`config.mk`:
```
export PLATFORM = sky130hd
export DESIGN_NAME = ps2_scancode_decoder
export DESIGN_NICKNAME = d
export VERILOG_FILES = /design/src/rtl/ps2_scancode_decoder.sv
export SDC_FILE = /design/constraint.sdc
export NUM_CORES = 1
export LEC_CHECK = 0
export ABC_CLOCK_PERIOD_IN_PS = 2700
export BUFFER_PORTS_ARGS = -buffer_cell sky130_fd_sc_hd__buf_4
export CAP_MARGIN = 20
export CORE_MARGIN = 8
export CORE_UTILIZATION = 35
export CTS_CLUSTER_SIZE = 28
export DETAILED_ROUTE_END_ITERATION = 8
export GPL_TIMING_DRIVEN = 1
export PLACE_DENSITY = 0.63
export REMOVE_ABC_BUFFERS = 1
export SKIP_CTS_REPAIR_TIMING = 1
export SLEW_MARGIN = 10
export SYNTH_ARGS = -nofsm -noshare
export SYNTH_HDL_FRONTEND = slang
export SYNTH_SLANG_ARGS = --single-unit
```
`constraint.sdc`:
```
create_clock -name clk -period 2.7 [get_ports clk]
set_clock_uncertainty 0.05 [all_clocks]
set_input_delay 0.405 -clock clk [delete_from_list [all_inputs] [get_ports clk]]
set_output_delay 0.405 -clock clk [all_outputs]
set_load 0.02 [all_outputs]
```
`src/rtl/ps2_scancode_decoder.sv`:
```
// ps2_scancode_decoder
//   Turns a stream of PS/2 set-2 bytes into per-key held state plus a queue
//   of make/break events for a configurable table of keys.
//
//   Ports:
//     clk           system clock
//     reset         asynchronous, active-low reset
//     datos[7:0]    received byte, valid while rx_done_tick=1
//     rx_done_tick  one-cycle strobe marking a new byte
//     key_state     bit i = 1 while key i is held
//     evt_valid     event FIFO not empty
//     evt_data      head event {brk, idx}; brk=1 for a release
//     evt_rd        pop the head event (ignored while evt_valid=0)
//     evt_overflow  sticky: an event was dropped on a full FIFO
//
//   Build option: define TYPEMATIC_FILTER_EN to suppress events that would
//   not change key_state (typematic repeats and stray breaks).
//
//   Key table layout: key i lives in KEY_CODES[8i+7:8i], so the default
//   literal is written highest key first (key 0 = 8'h29 in the low byte).
module ps2_scancode_decoder #(
    parameter int                    NUM_KEYS  = 8,
    parameter int                    IDX_W     = 3,
    parameter logic [NUM_KEYS*8-1:0] KEY_CODES = {8'h72, 8'h75, 8'h25, 8'h26,
                                                  8'h1E, 8'h16, 8'h5A, 8'h29},
    parameter logic [NUM_KEYS-1:0]   KEY_EXT   = 8'hC0,
    parameter int                    EVT_DEPTH = 4
) (
    input  logic                clk,
    input  logic                reset,
    input  logic [7:0]          datos,
    input  logic                rx_done_tick,
    output logic [NUM_KEYS-1:0] key_state,
    output logic                evt_valid,
    output logic [IDX_W:0]      evt_data,
    input  logic                evt_rd,
    output logic                evt_overflow
);

    localparam int AW = (EVT_DEPTH > 1) ? $clog2(EVT_DEPTH) : 1;

    typedef enum logic [1:0] {IDLE, EXT, BRK, EXT_BRK} state_t;

    state_t state, state_nx;

    // Cleared by reset, set on the first clock after release: the tick that
    // coincides with the release edge is discarded.
    logic armed;
    logic tick;
    assign tick = rx_done_tick & armed;

    logic             cur_brk, cur_ext;
    logic             code_vld;
    logic             match;
    logic [IDX_W-1:0] match_idx;

    assign cur_brk = (state == BRK) || (state == EXT_BRK);
    assign cur_ext = (state == EXT) || (state == EXT_BRK);

    always_ff @(posedge clk or negedge reset) begin
        if (!reset) begin
            state <= IDLE;
            armed <= 1'b0;
        end else begin
            state <= state_nx;
            armed <= 1'b1;
        end
    end

    always_comb begin
        state_nx = state;
        code_vld = 1'b0;
        if (tick) begin
            if (datos == 8'hE0) begin
                case (state)
                    IDLE:    state_nx = EXT;
                    BRK:     state_nx = EXT_BRK;
                    default: state_nx = state;
                endcase
            end else if (datos == 8'hF0) begin
                case (state)
                    IDLE:    state_nx = BRK;
                    EXT:     state_nx = EXT_BRK;
                    default: state_nx = state;
                endcase
            end else begin
                code_vld = 1'b1;
                state_nx = IDLE;
            end
        end
    end

    // Scan high to low so the lowest matching index is the last assignment.
    always_comb begin
        match     = 1'b0;
        match_idx = '0;
        for (int i = NUM_KEYS - 1; i >= 0; i--) begin
            if (datos == KEY_CODES[8*i +: 8] && cur_ext == KEY_EXT[i]) begin
                match     = 1'b1;
                match_idx = IDX_W'(i);
            end
        end
    end

    // Decode stage: holds the matched key for one cycle before it is applied.
    logic             hit_vld, hit_brk;
    logic [IDX_W-1:0] hit_idx;

    always_ff @(posedge clk or negedge reset) begin
        if (!reset) begin
            hit_vld <= 1'b0;
            hit_brk <= 1'b0;
            hit_idx <= '0;
        end else begin
            hit_vld <= code_vld & match;
            hit_brk <= cur_brk;
            hit_idx <= match_idx;
        end
    end

    logic push;
`ifdef TYPEMATIC_FILTER_EN
    // Only a state change is an event: make on a released key, break on a held one.
    assign push = hit_vld && (key_state[hit_idx] == hit_brk);
`else
    assign push = hit_vld;
`endif

    always_ff @(posedge clk or negedge reset) begin
        if (!reset)       key_state          <= '0;
        else if (hit_vld) key_state[hit_idx] <= ~hit_brk;
    end

    // Event FIFO. A pop frees a slot in the same cycle, so a push into a
    // full FIFO alongside a pop is accepted.
    logic [IDX_W:0] mem [EVT_DEPTH];
    logic [AW-1:0]  wr_ptr, rd_ptr;
    logic [AW:0]    count;
    logic           full, pop, push_ok;

    assign full     = (count == (AW+1)'(EVT_DEPTH));
    assign evt_valid = (count != '0);
    assign pop      = evt_rd && evt_valid;
    assign push_ok  = push && (!full || pop);
    assign evt_data = evt_valid ? mem[rd_ptr] : '0;

    always_ff @(posedge clk) begin
        if (push_ok) mem[wr_ptr] <= {hit_brk, hit_idx};
    end

    always_ff @(posedge clk or negedge reset) begin
        if (!reset) begin
            wr_ptr       <= '0;
            rd_ptr       <= '0;
            count        <= '0;
            evt_overflow <= 1'b0;
        end else begin
            if (push_ok) wr_ptr <= wr_ptr + 1'b1;
            if (pop)     rd_ptr <= rd_ptr + 1'b1;
            case ({push_ok, pop})
                2'b10:   count <= count + 1'b1;
                2'b01:   count <= count - 1'b1;
                default: count <= count;
            endcase
            if (push && full && !pop) evt_overflow <= 1'b1;
        end
    end

endmodule

```
==> results.toml, run 1 <==
[clocking]
clk_path_buf_depth = 2
root_buffer = "clkbuf_8"
cts_max_level = 2
tritoncts = "built"
clk_latency_ns = 0.28
cts.sinks = 40
clkSlewWorstSetupHoldPaths_ns = 0.07
numCtsBuffers = 5

[finish]
area_growth_pct = 18.6
stdcell_count = 242
n_fill_cell = 473
final_layout_size_suffix_gt1_share_pct = 22.7
final_nets = 190
antennaDiodeCount = 0

[route]
wl_per_cell_um = 14.1
vias = 1164
viasPerCell = 4.81
wirelength_um = 3400
drt_iter0_drc = 84
drt-pass1-iter-count = 4
drc = 0
ant_nets = 0

[global_routing]
grt_pass1_vias = 1314
grt_start_max_net_pins = 25
overflow = 0
grt_first_pass_wirelength_um = 5950
grt_antenna_before_repair = 0
gr-usage-all-layers_pct = 10.0

[synth]
synth_seq_area_share_pct = 58.9
yosysTopAreaCell = "dfrtp_1"
avgSynthCellArea_sq_um = 12.7
yosysMostFrequentCell = "dfrtp_1"
syn_inst = 144
netlist_area_sq_mm = 0.00184
yosys.area.top_type_share_pct = 32.7
async_flop_share_pct = 60.0
synth_area_leaders = "dfrtp_1, edfxtp_1, mux4_2"
ys_top_cells_by_count = "dfrtp_1, edfxtp_1, and2_1, nand2_1, nor2_1"
synth_edf_count = 16
synth_cell_types = 44
synth_ff_type = "dfrtp_1"
synth-seq-cells = 40
ys_warn_count = 0

[floorplan]
start_util_pct = 36.2
die_y_um = 88.4
die_area_sq_mm = 0.00782
ios = 26
dieWidth_um = 88.4
core.rowCount = 26
core_area_sq_mm = 0.00507

[sta]
final_hold_viol_count = 0
rsz0062_at_grt = "no"
drv_slew = 0
tns_ns = 0
timing.hold.ws_ns = 0.278
fmax_mhz = 436
min_period_ns = 2.29
setup_viol = 0
fin_ws_ns = 0.408
fin_crit_sh_pct = 84.9

[placed_design]
port-buffer-count = 25
placed_cells = 234
dp_slack_ns = 0.315
dp_hpwl_um = 2640
gp_congestion = 0.768

[job]
cap_violations = 0

[power]
p_total_mw = 1.54
power_density_mw_per_mm2 = 705
power.leakage_nw = 0.878
ir_drop_mv = 0.217

[outcome]
status = "finished clean"

[setup_path]
crit_path_cell_trace = "nor4b_1 -> nor2b_1 -> inv_1 -> ha_1 -> inv_1 -> fa_1 -> xor2_1 -> nor2_1 -> xor2_1"
crit_path_top_delay_cell = "dfrtp_1"
start_kind = "register"
cp.required_ns = 2.86
worstPathArrival_ns = 2.45
cp-end-kind = "register"
worstPathMaxFanout = 8
slowest_delay_ns = 0.41
worst-setup-path-type = "register to register"

[hold_path]
hold_path.class = "primary input to register"
-- where the power goes --
group          switching [mW]  total (mW)  leakage (nW)  internal (mW)
logic                   0.205       0.422         0.397          0.217
clock network           0.176       0.346        0.0391          0.170
registers              0.0760       0.767         0.441          0.691
total                   0.457        1.54         0.878           1.08
-- through the flow --
stage               area (sq um)  util (%)
CTS                         2170      42.7
global route                2180      42.9
finish                      2180      42.9
floorplan                   1820         -
global placement            2090      41.2
detailed placement          2090      41.2
-- cell usage in the layout, fill, tap and decap left out, types with 3 or more instances in the layout --
cell type and n:
mux4_2 4, o31ai_1 6, inv_1 6, xor2_1 5
clkbuf_8 5, buf_4 25, and2_1 9, o21ai_0 6
edfxtp_1 16, xnor2_1 3, nor2_1 7, nand2_1 9
dfrtp_1 24, ha_1 5, nand2b_1 3
-- registers in the layout (all words and copies together) (netlist names) --
signal        count
mem              16
key_state         8
count             3
hit_idx           3
rd_ptr            2
state             2
wr_ptr            2
armed             1
evt_overflow      1
hit_brk           1
hit_vld           1
-- final timing paths --
check	slack, ns	endpoint	cells after the start	startpoint
worst max register to register	0.41	count[2]	9	count[0]
min in group asynchronous	0.51	count[2]	2	reset
worst max-delay path	0.41	count[2]	9	count[0]
max in group asynchronous	1.85	key_state[6]	2	reset
worst min-delay path	0.28	hit_idx[2]	2	datos[3]
worst min register to register	0.34	hit_brk	0	state[1]
-- metal layers --
metal	share of wire (%)	up-vias	track usage, %
li1	-	571	-
met1	43	562	11.0
met2	50	25	16.6
met3	5.0	6	3.06
met4	2.4	0	5.99
met5	0	-	0
-- layout make-up --
type	count	area, sq um	share of cell area, %
inverters	6	22.5	1.03
clock buffers	5	68.8	3.16
flip-flops and latches	40	1080	49.7
multi-input cells	93	712	32.7
clock inverters	2	7.51	0.345
well taps	70	87.6	4.02
repair buffers	26	198	9.08
-- cells by family (layout without fill, tap and decap cells) --
family                   count (synthesis)  count (layout)  share of synthesized area [%]
XOR/XNOR                                 8               8                           3.82
buffers and inverters                   11              39                           2.32
other                                    1               1                          0.204
multiplexers                             5               5                           5.45
flip-flops                              40              40                           58.9
AND/OR/NAND/NOR                         47              47                           15.2
AO/OA/AOI/OAI                           26              26                           9.61
adder cells (fa/ha/maj)                  6               6                           4.50
-- critical path: cells and delay by family, from the launching register on --
| family | cells | cell delay (ns) |
|---|---|---|
| xor+xnor | 2 | 0.31 |
| buf+inv | 2 | 0.16 |
| simple gates | 3 | 0.74 |
| flops | 1 | 0.41 |
| fa+ha+maj | 2 | 0.56 |
Note: power is estimated with default switching activity, not from simulation.
==> run 2, diff against run 1 <==
--- a/config.mk
+++ b/config.mk
@@ -5,7 +5,7 @@
 export SDC_FILE = /design/constraint.sdc
 export NUM_CORES = 1
 export LEC_CHECK = 0
-export ABC_CLOCK_PERIOD_IN_PS = 2700
+export ABC_CLOCK_PERIOD_IN_PS = 2100
 export BUFFER_PORTS_ARGS = -buffer_cell sky130_fd_sc_hd__buf_4
 export CAP_MARGIN = 20
 export CORE_MARGIN = 8
@@ -13,7 +13,7 @@
 export CTS_CLUSTER_SIZE = 28
 export DETAILED_ROUTE_END_ITERATION = 8
 export GPL_TIMING_DRIVEN = 1
-export PLACE_DENSITY = 0.63
+export PLACE_DENSITY = 0.65
 export REMOVE_ABC_BUFFERS = 1
 export SKIP_CTS_REPAIR_TIMING = 1
 export SLEW_MARGIN = 10
==> constraint.sdc (replaced) <==
create_clock -name clk -period 2.1 [get_ports clk]
set_clock_uncertainty 0.05 [all_clocks]
set_input_delay 0.315 -clock clk [delete_from_list [all_inputs] [get_ports clk]]
set_output_delay 0.315 -clock clk [all_outputs]
set_load 0.02 [all_outputs]
==> run 2 against run 1 <==
Setup slack worse by 0.39 ns. First-iteration DRC count shrank 39%. Global-route usage fell by 0.22 points. Worst hold slack got worse by 0.085 ns. Combinational power increased by 44%. Die area unchanged. Sequential share of layout area shrank 1.7 points. Cell area grew 3.7%. Count of clock-buffer cells in the layout increased by 1. Register-to-register slack worse by 0.39 ns. Sequential power increased by 30%. Non-clock buffer count rose by 4.
==> results.toml, run 2 (same netlist as run 1, synthesis figures left out) <==
[route]
drt-pass1-iter-count = 4
ant_nets = 0
drt_iter0_drc = 51
wirelength_um = 3470
viasPerCell = 4.84
wl_per_cell_um = 14.1
vias = 1196
drc = 0

[global_routing]
overflow = 0
grt_first_pass_wirelength_um = 5950
grt_antenna_before_repair = 0
met2_usage_pct = 17.2
grt_use_met1_pct = 10.8
grt_start_max_net_pins = 25
gr-usage-all-layers_pct = 9.78
grt.met3_usage_pct = 3.16
top_usage_layer = "met2"
grt_pass1_vias = 1323

[setup_path]
worstPathArrival_ns = 2.24
crit_buf_inv = 2
worst-setup-path-type = "register to register"
cp-end-kind = "register"
crit_family = "adder cells"
slowest_delay_ns = 0.44
cp.required_ns = 2.25
worstPathMaxFanout = 4
crit_path_cell_trace = "nor4b_4 -> nor2b_1 -> inv_1 -> ha_1 -> inv_1 -> fa_1 -> xor2_1 -> nor2_1 -> xor2_1"
start_kind = "register"
crit_path_top_delay_cell = "dfrtp_2"

[sta]
fin_crit_sh_pct = 99.3
final_hold_viol_count = 0
fmax_mhz = 480
timing.hold.ws_ns = 0.193
min_period_ns = 2.08
rsz0062_at_grt = "yes"
setup_viol = 0
drv_slew = 0
tns_ns = 0

[job]
cap_violations = 0

[power]
power.leakage_nw = 0.920
ir_drop_mv = 0.418
p_total_mw = 2.19
power_density_mw_per_mm2 = 972

[finish]
layout_common_cells = "buf_4, dfrtp_1, edfxtp_1"
final_area_sq_mm = 0.00226
mostFrequentLayoutCell = "buf_4"
fin_util_pct = 44.5
largest_register_ffs = 16
largestRegisters = "mem x16, key_state x8"
area_growth_pct = 23.0
final_layout_size_suffix_gt1_share_pct = 27.7
final_nets = 194
antennaDiodeCount = 0
largest_register = "mem"

[hold_path]
hold_path.class = "primary input to register"

[clocking]
root_buffer = "clkbuf_8"
clk_latency_ns = 0.27
cts_max_level = 2
numCtsBuffers = 5
cts.sinks = 40
clk_path_buf_depth = 2
clkSlewWorstSetupHoldPaths_ns = 0.07
tritoncts = "built"

[floorplan]
dieWidth_um = 88.4
ios = 26
die_y_um = 88.4
die_area_sq_mm = 0.00782
start_util_pct = 36.2
core_area_sq_mm = 0.00507
core.rowCount = 26

[placed_design]
place_area_sq_mm = 0.00211
port-buffer-count = 25
dp_hpwl_um = 2680
gp_congestion = 0.829

[outcome]
status = "finished clean"
[run 2: final timing paths]
| kind | depth (start not counted) | from | slack, ns | to |
|---|---|---|---|---|
| worst max-delay path | 9 | count[0] | 0.02 | count[2] |
| worst min-delay path | 2 | datos[3] | 0.19 | hit_idx[2] |
| worst max register to register | 9 | count[0] | 0.02 | count[2] |
| worst min register to register | 0 | state[1] | 0.34 | hit_brk |
| max in group asynchronous | 2 | reset | 1.31 | count[0] |
| min in group asynchronous | 2 | reset | 0.43 | rd_ptr[1] |
[run 2: through the flow]
step                setup slack (ns)  std cells
floorplan                     0.0303        139
global placement              0.0649        236
detailed placement           -0.0550        236
CTS                          -0.0751        244
global route                  -0.133        247
finish                        0.0151        247
[run 2: final cells by class]
class	count	area, sq um
fill	488	2820
sequential	40	1080
multi-input combinational	93	729
timing repair buffer	30	228
tap	70	87.6
clock buffer	6	72.6
clock inverter	2	35.0
inverter	6	22.5
[run 2: where the power goes]
part	internal [mW]	switching [mW]	total, mW
sequential	0.892	0.108	1.00
combinational	0.326	0.283	0.609
clock	0.352	0.233	0.586
total	1.57	0.624	2.19
[run 2: layer usage]
layer,share of wire [%],vias to the layer above
li1,-,580
met1,42,585
met2,52,27
met3,5.1,4
met4,1.1,0
met5,0,-
==> run 3, diff against run 2 <==
--- a/config.mk
+++ b/config.mk
@@ -5,6 +5,7 @@
 export SDC_FILE = /design/constraint.sdc
 export NUM_CORES = 1
 export LEC_CHECK = 0
+export ABC_AREA = 1
 export ABC_CLOCK_PERIOD_IN_PS = 2100
 export BUFFER_PORTS_ARGS = -buffer_cell sky130_fd_sc_hd__buf_4
 export CAP_MARGIN = 20
==> run 3 against run 2 <==
Count of clock-buffer cells in the layout unchanged. Via count rose by 19%. Synthesized cell count increased by 45%. Maximum frequency is 5.4% higher. Cell area grew 6.1%. Combinational power increased by 24%.
==> results.toml, run 3 <==
[outcome]
status = "finished clean"

[placed_design]
port-buffer-count = 25
gp_congestion = 0.797
placed_cells = 304
dp_slack_ns = -0.0130
dp_hpwl_um = 2880

[finish]
largest_register_ffs = 16
register_area_sq_mm = 0.00108
largestRegisters = "mem x16, key_state x8"
final_layout_size_suffix_gt1_share_pct = 24.7
final_nets = 260
stdcell_count = 315
n_fill_cell = 539
layout_common_cells = "nor2_1, buf_4, nand2_1"
antennaDiodeCount = 0
area_growth_pct = 21.7
mostFrequentLayoutCell = "nor2_1"
largest_register = "mem"
multiInputGateArea_sq_um = 766

[sta]
timing.hold.ws_ns = 0.307
drv_slew = 0
min_period_ns = 1.98
setup_viol = 0
fin_ws_ns = 0.121
rsz0062_at_grt = "no"
tns_ns = 0
final_hold_viol_count = 0
fmax_mhz = 505
fin_crit_sh_pct = 94.2

[hold_path]
hold_start = "rx_done_tick"
hold_path.class = "primary input to register"
worstHoldEndpoint = "state[1]"
hold_depth = 3

[synth]
avgSynthCellArea_sq_um = 9.42
yosysTopAreaCell = "dfrtp_1"
async_flop_share_pct = 60.0
synth-seq-cells = 40
netlist_area_sq_mm = 0.00197
yosys.area.top_type_share_pct = 30.5
synth_ff_type = "dfrtp_1"
yosysMostFrequentCell = "nor2_1"
synth_seq_area_share_pct = 54.9
ys_warn_count = 0
ys_top_cells_by_count = "nor2_1, nand2_1, inv_1"
synth_area_leaders = "dfrtp_1, edfxtp_1, nor2_1"
synth_cell_types = 31
synth_edf_count = 16
syn_inst = 209

[setup_path]
reg2reg_depth = 11
slowest_delay_ns = 0.44
crit_path_cell_trace = "nor2_4 -> nand2_4 -> nand2_4 -> nand3_4 -> nand2_8 -> ha_1 -> inv_1 -> fa_2 -> a21oi_2 -> o21ai_1 -> xor2_1"
worstPathArrival_ns = 2.10
cp-end-kind = "register"
cp.required_ns = 2.22
r2r_start = "count[0]"
start_kind = "register"
crit_path_top_delay_cell = "dfrtp_2"
r2r-end = "count[2]"
reg2reg_slack_ns = 0.12
worst-setup-path-type = "register to register"
crit_top_cell = "nand2_4"
worstPathMaxFanout = 3

[clocking]
clk_latency_ns = 0.29
numCtsBuffers = 5
clk_path_buf_depth = 2
clkSlewWorstSetupHoldPaths_ns = 0.07
root_buffer = "clkbuf_8"
cts_max_level = 2
cts.sinks = 40
tritoncts = "built"

[global_routing]
gr-usage-all-layers_pct = 9.57
grt_start_max_net_pins = 25
overflow = 0
grt_pass1_vias = 1439
grt_antenna_before_repair = 0
grt_first_pass_wirelength_um = 6400

[route]
drt-pass1-iter-count = 4
drc = 0
wirelength_um = 3730
wl_per_cell_um = 11.8
viasPerCell = 4.52
ant_nets = 0
drt_iter0_drc = 52
vias = 1425

[floorplan]
die_y_um = 91.0
dieWidth_um = 91.0
ios = 26
die_area_sq_mm = 0.00828
core.rowCount = 27
start_util_pct = 36.0
core_area_sq_mm = 0.00547

[job]
cap_violations = 0

[power]
p_total_mw = 2.38
power.leakage_nw = 1.13
ir_drop_mv = 0.524
power_density_mw_per_mm2 = 994
-- run 3: changes by cell type after synthesis, moves of 4 or more --
| cell | previous run | this run |
|---|---|---|
| a21oi_1 | 1 | 12 |
| a31oi_1 | 2 | 6 |
| and2_1 | 9 | 0 |
| inv_1 | 6 | 26 |
| inv_2 | 0 | 5 |
| mux4_2 | 4 | 0 |
| nand2_1 | 9 | 27 |
| nand3_1 | 1 | 9 |
| nor2_1 | 7 | 40 |
| nor2_2 | 0 | 4 |
| o21ai_0 | 6 | 10 |
| o31ai_1 | 6 | 1 |
-- run 3: report_power, final --
group	internal [mW]	switching (mW)	total, mW	leakage, nW
sequential	0.882	0.0958	0.977	0.464
combinational	0.323	0.432	0.755	0.602
clock	0.388	0.261	0.649	0.0614
total	1.59	0.789	2.38	1.13
-- run 3: area by class of cell --
class                           instances  share of cell area (%)
Sequential cell                        40                    45.2
Tap cell                               72                    3.76
Timing Repair Buffer                   29                    9.19
Clock inverter                          2                    1.62
Inverter                               31                    4.86
Multi-Input combinational cell        135                    32.0
Clock buffer                            6                    3.45
-- run 3: critical path: cells and delay by family (launching register included) --
family                     cells  cell delay (ns)
AOI/OAI and AO/OA              2             0.21
and+or+nand+nor                5             0.45
buffers and inverters          1             0.08
xor gates and xnor gates       1             0.14
DFF                            1             0.44
adders and majority gates      2             0.48
-- run 3: metrics by stage --
step	utilization, %	cell area, sq um
6_report	43.8	2400
5_1_grt	43.8	2400
4_1_cts	43.2	2360
3_5_place_dp	41.0	2240
3_3_place_gp	41.0	2240
2_1_floorplan	-	1960
-- run 3: worst max path at each step --
stage,end,from,slack [ns]
floorplan,count[2],count[1],0.06
global placement,count[2],count[1],0.08
detailed placement,count[2],count[1],-0.01
CTS,count[2],count[1],-0.02
global route,count[2],count[0],0.01
finish,count[2],count[0],0.12
-- run 3: layer usage --
layer	track usage, %	part of all wire [%]	up-vias
li1	-	-	739
met1	10.4	45	647
met2	16.1	47	29
met3	3.13	4.7	10
met4	5.59	2.4	0
met5	0	0	-
-- run 3: cell families after synthesis --
| family | share of synthesized area (%) |
|---|---|
| buf+inv | 6.54 |
| flops | 54.9 |
| fa+ha+maj | 4.19 |
| compound gates | 9.66 |
| other cells | 0.190 |
| simple gates | 22.4 |
| xor+xnor | 2.16 |
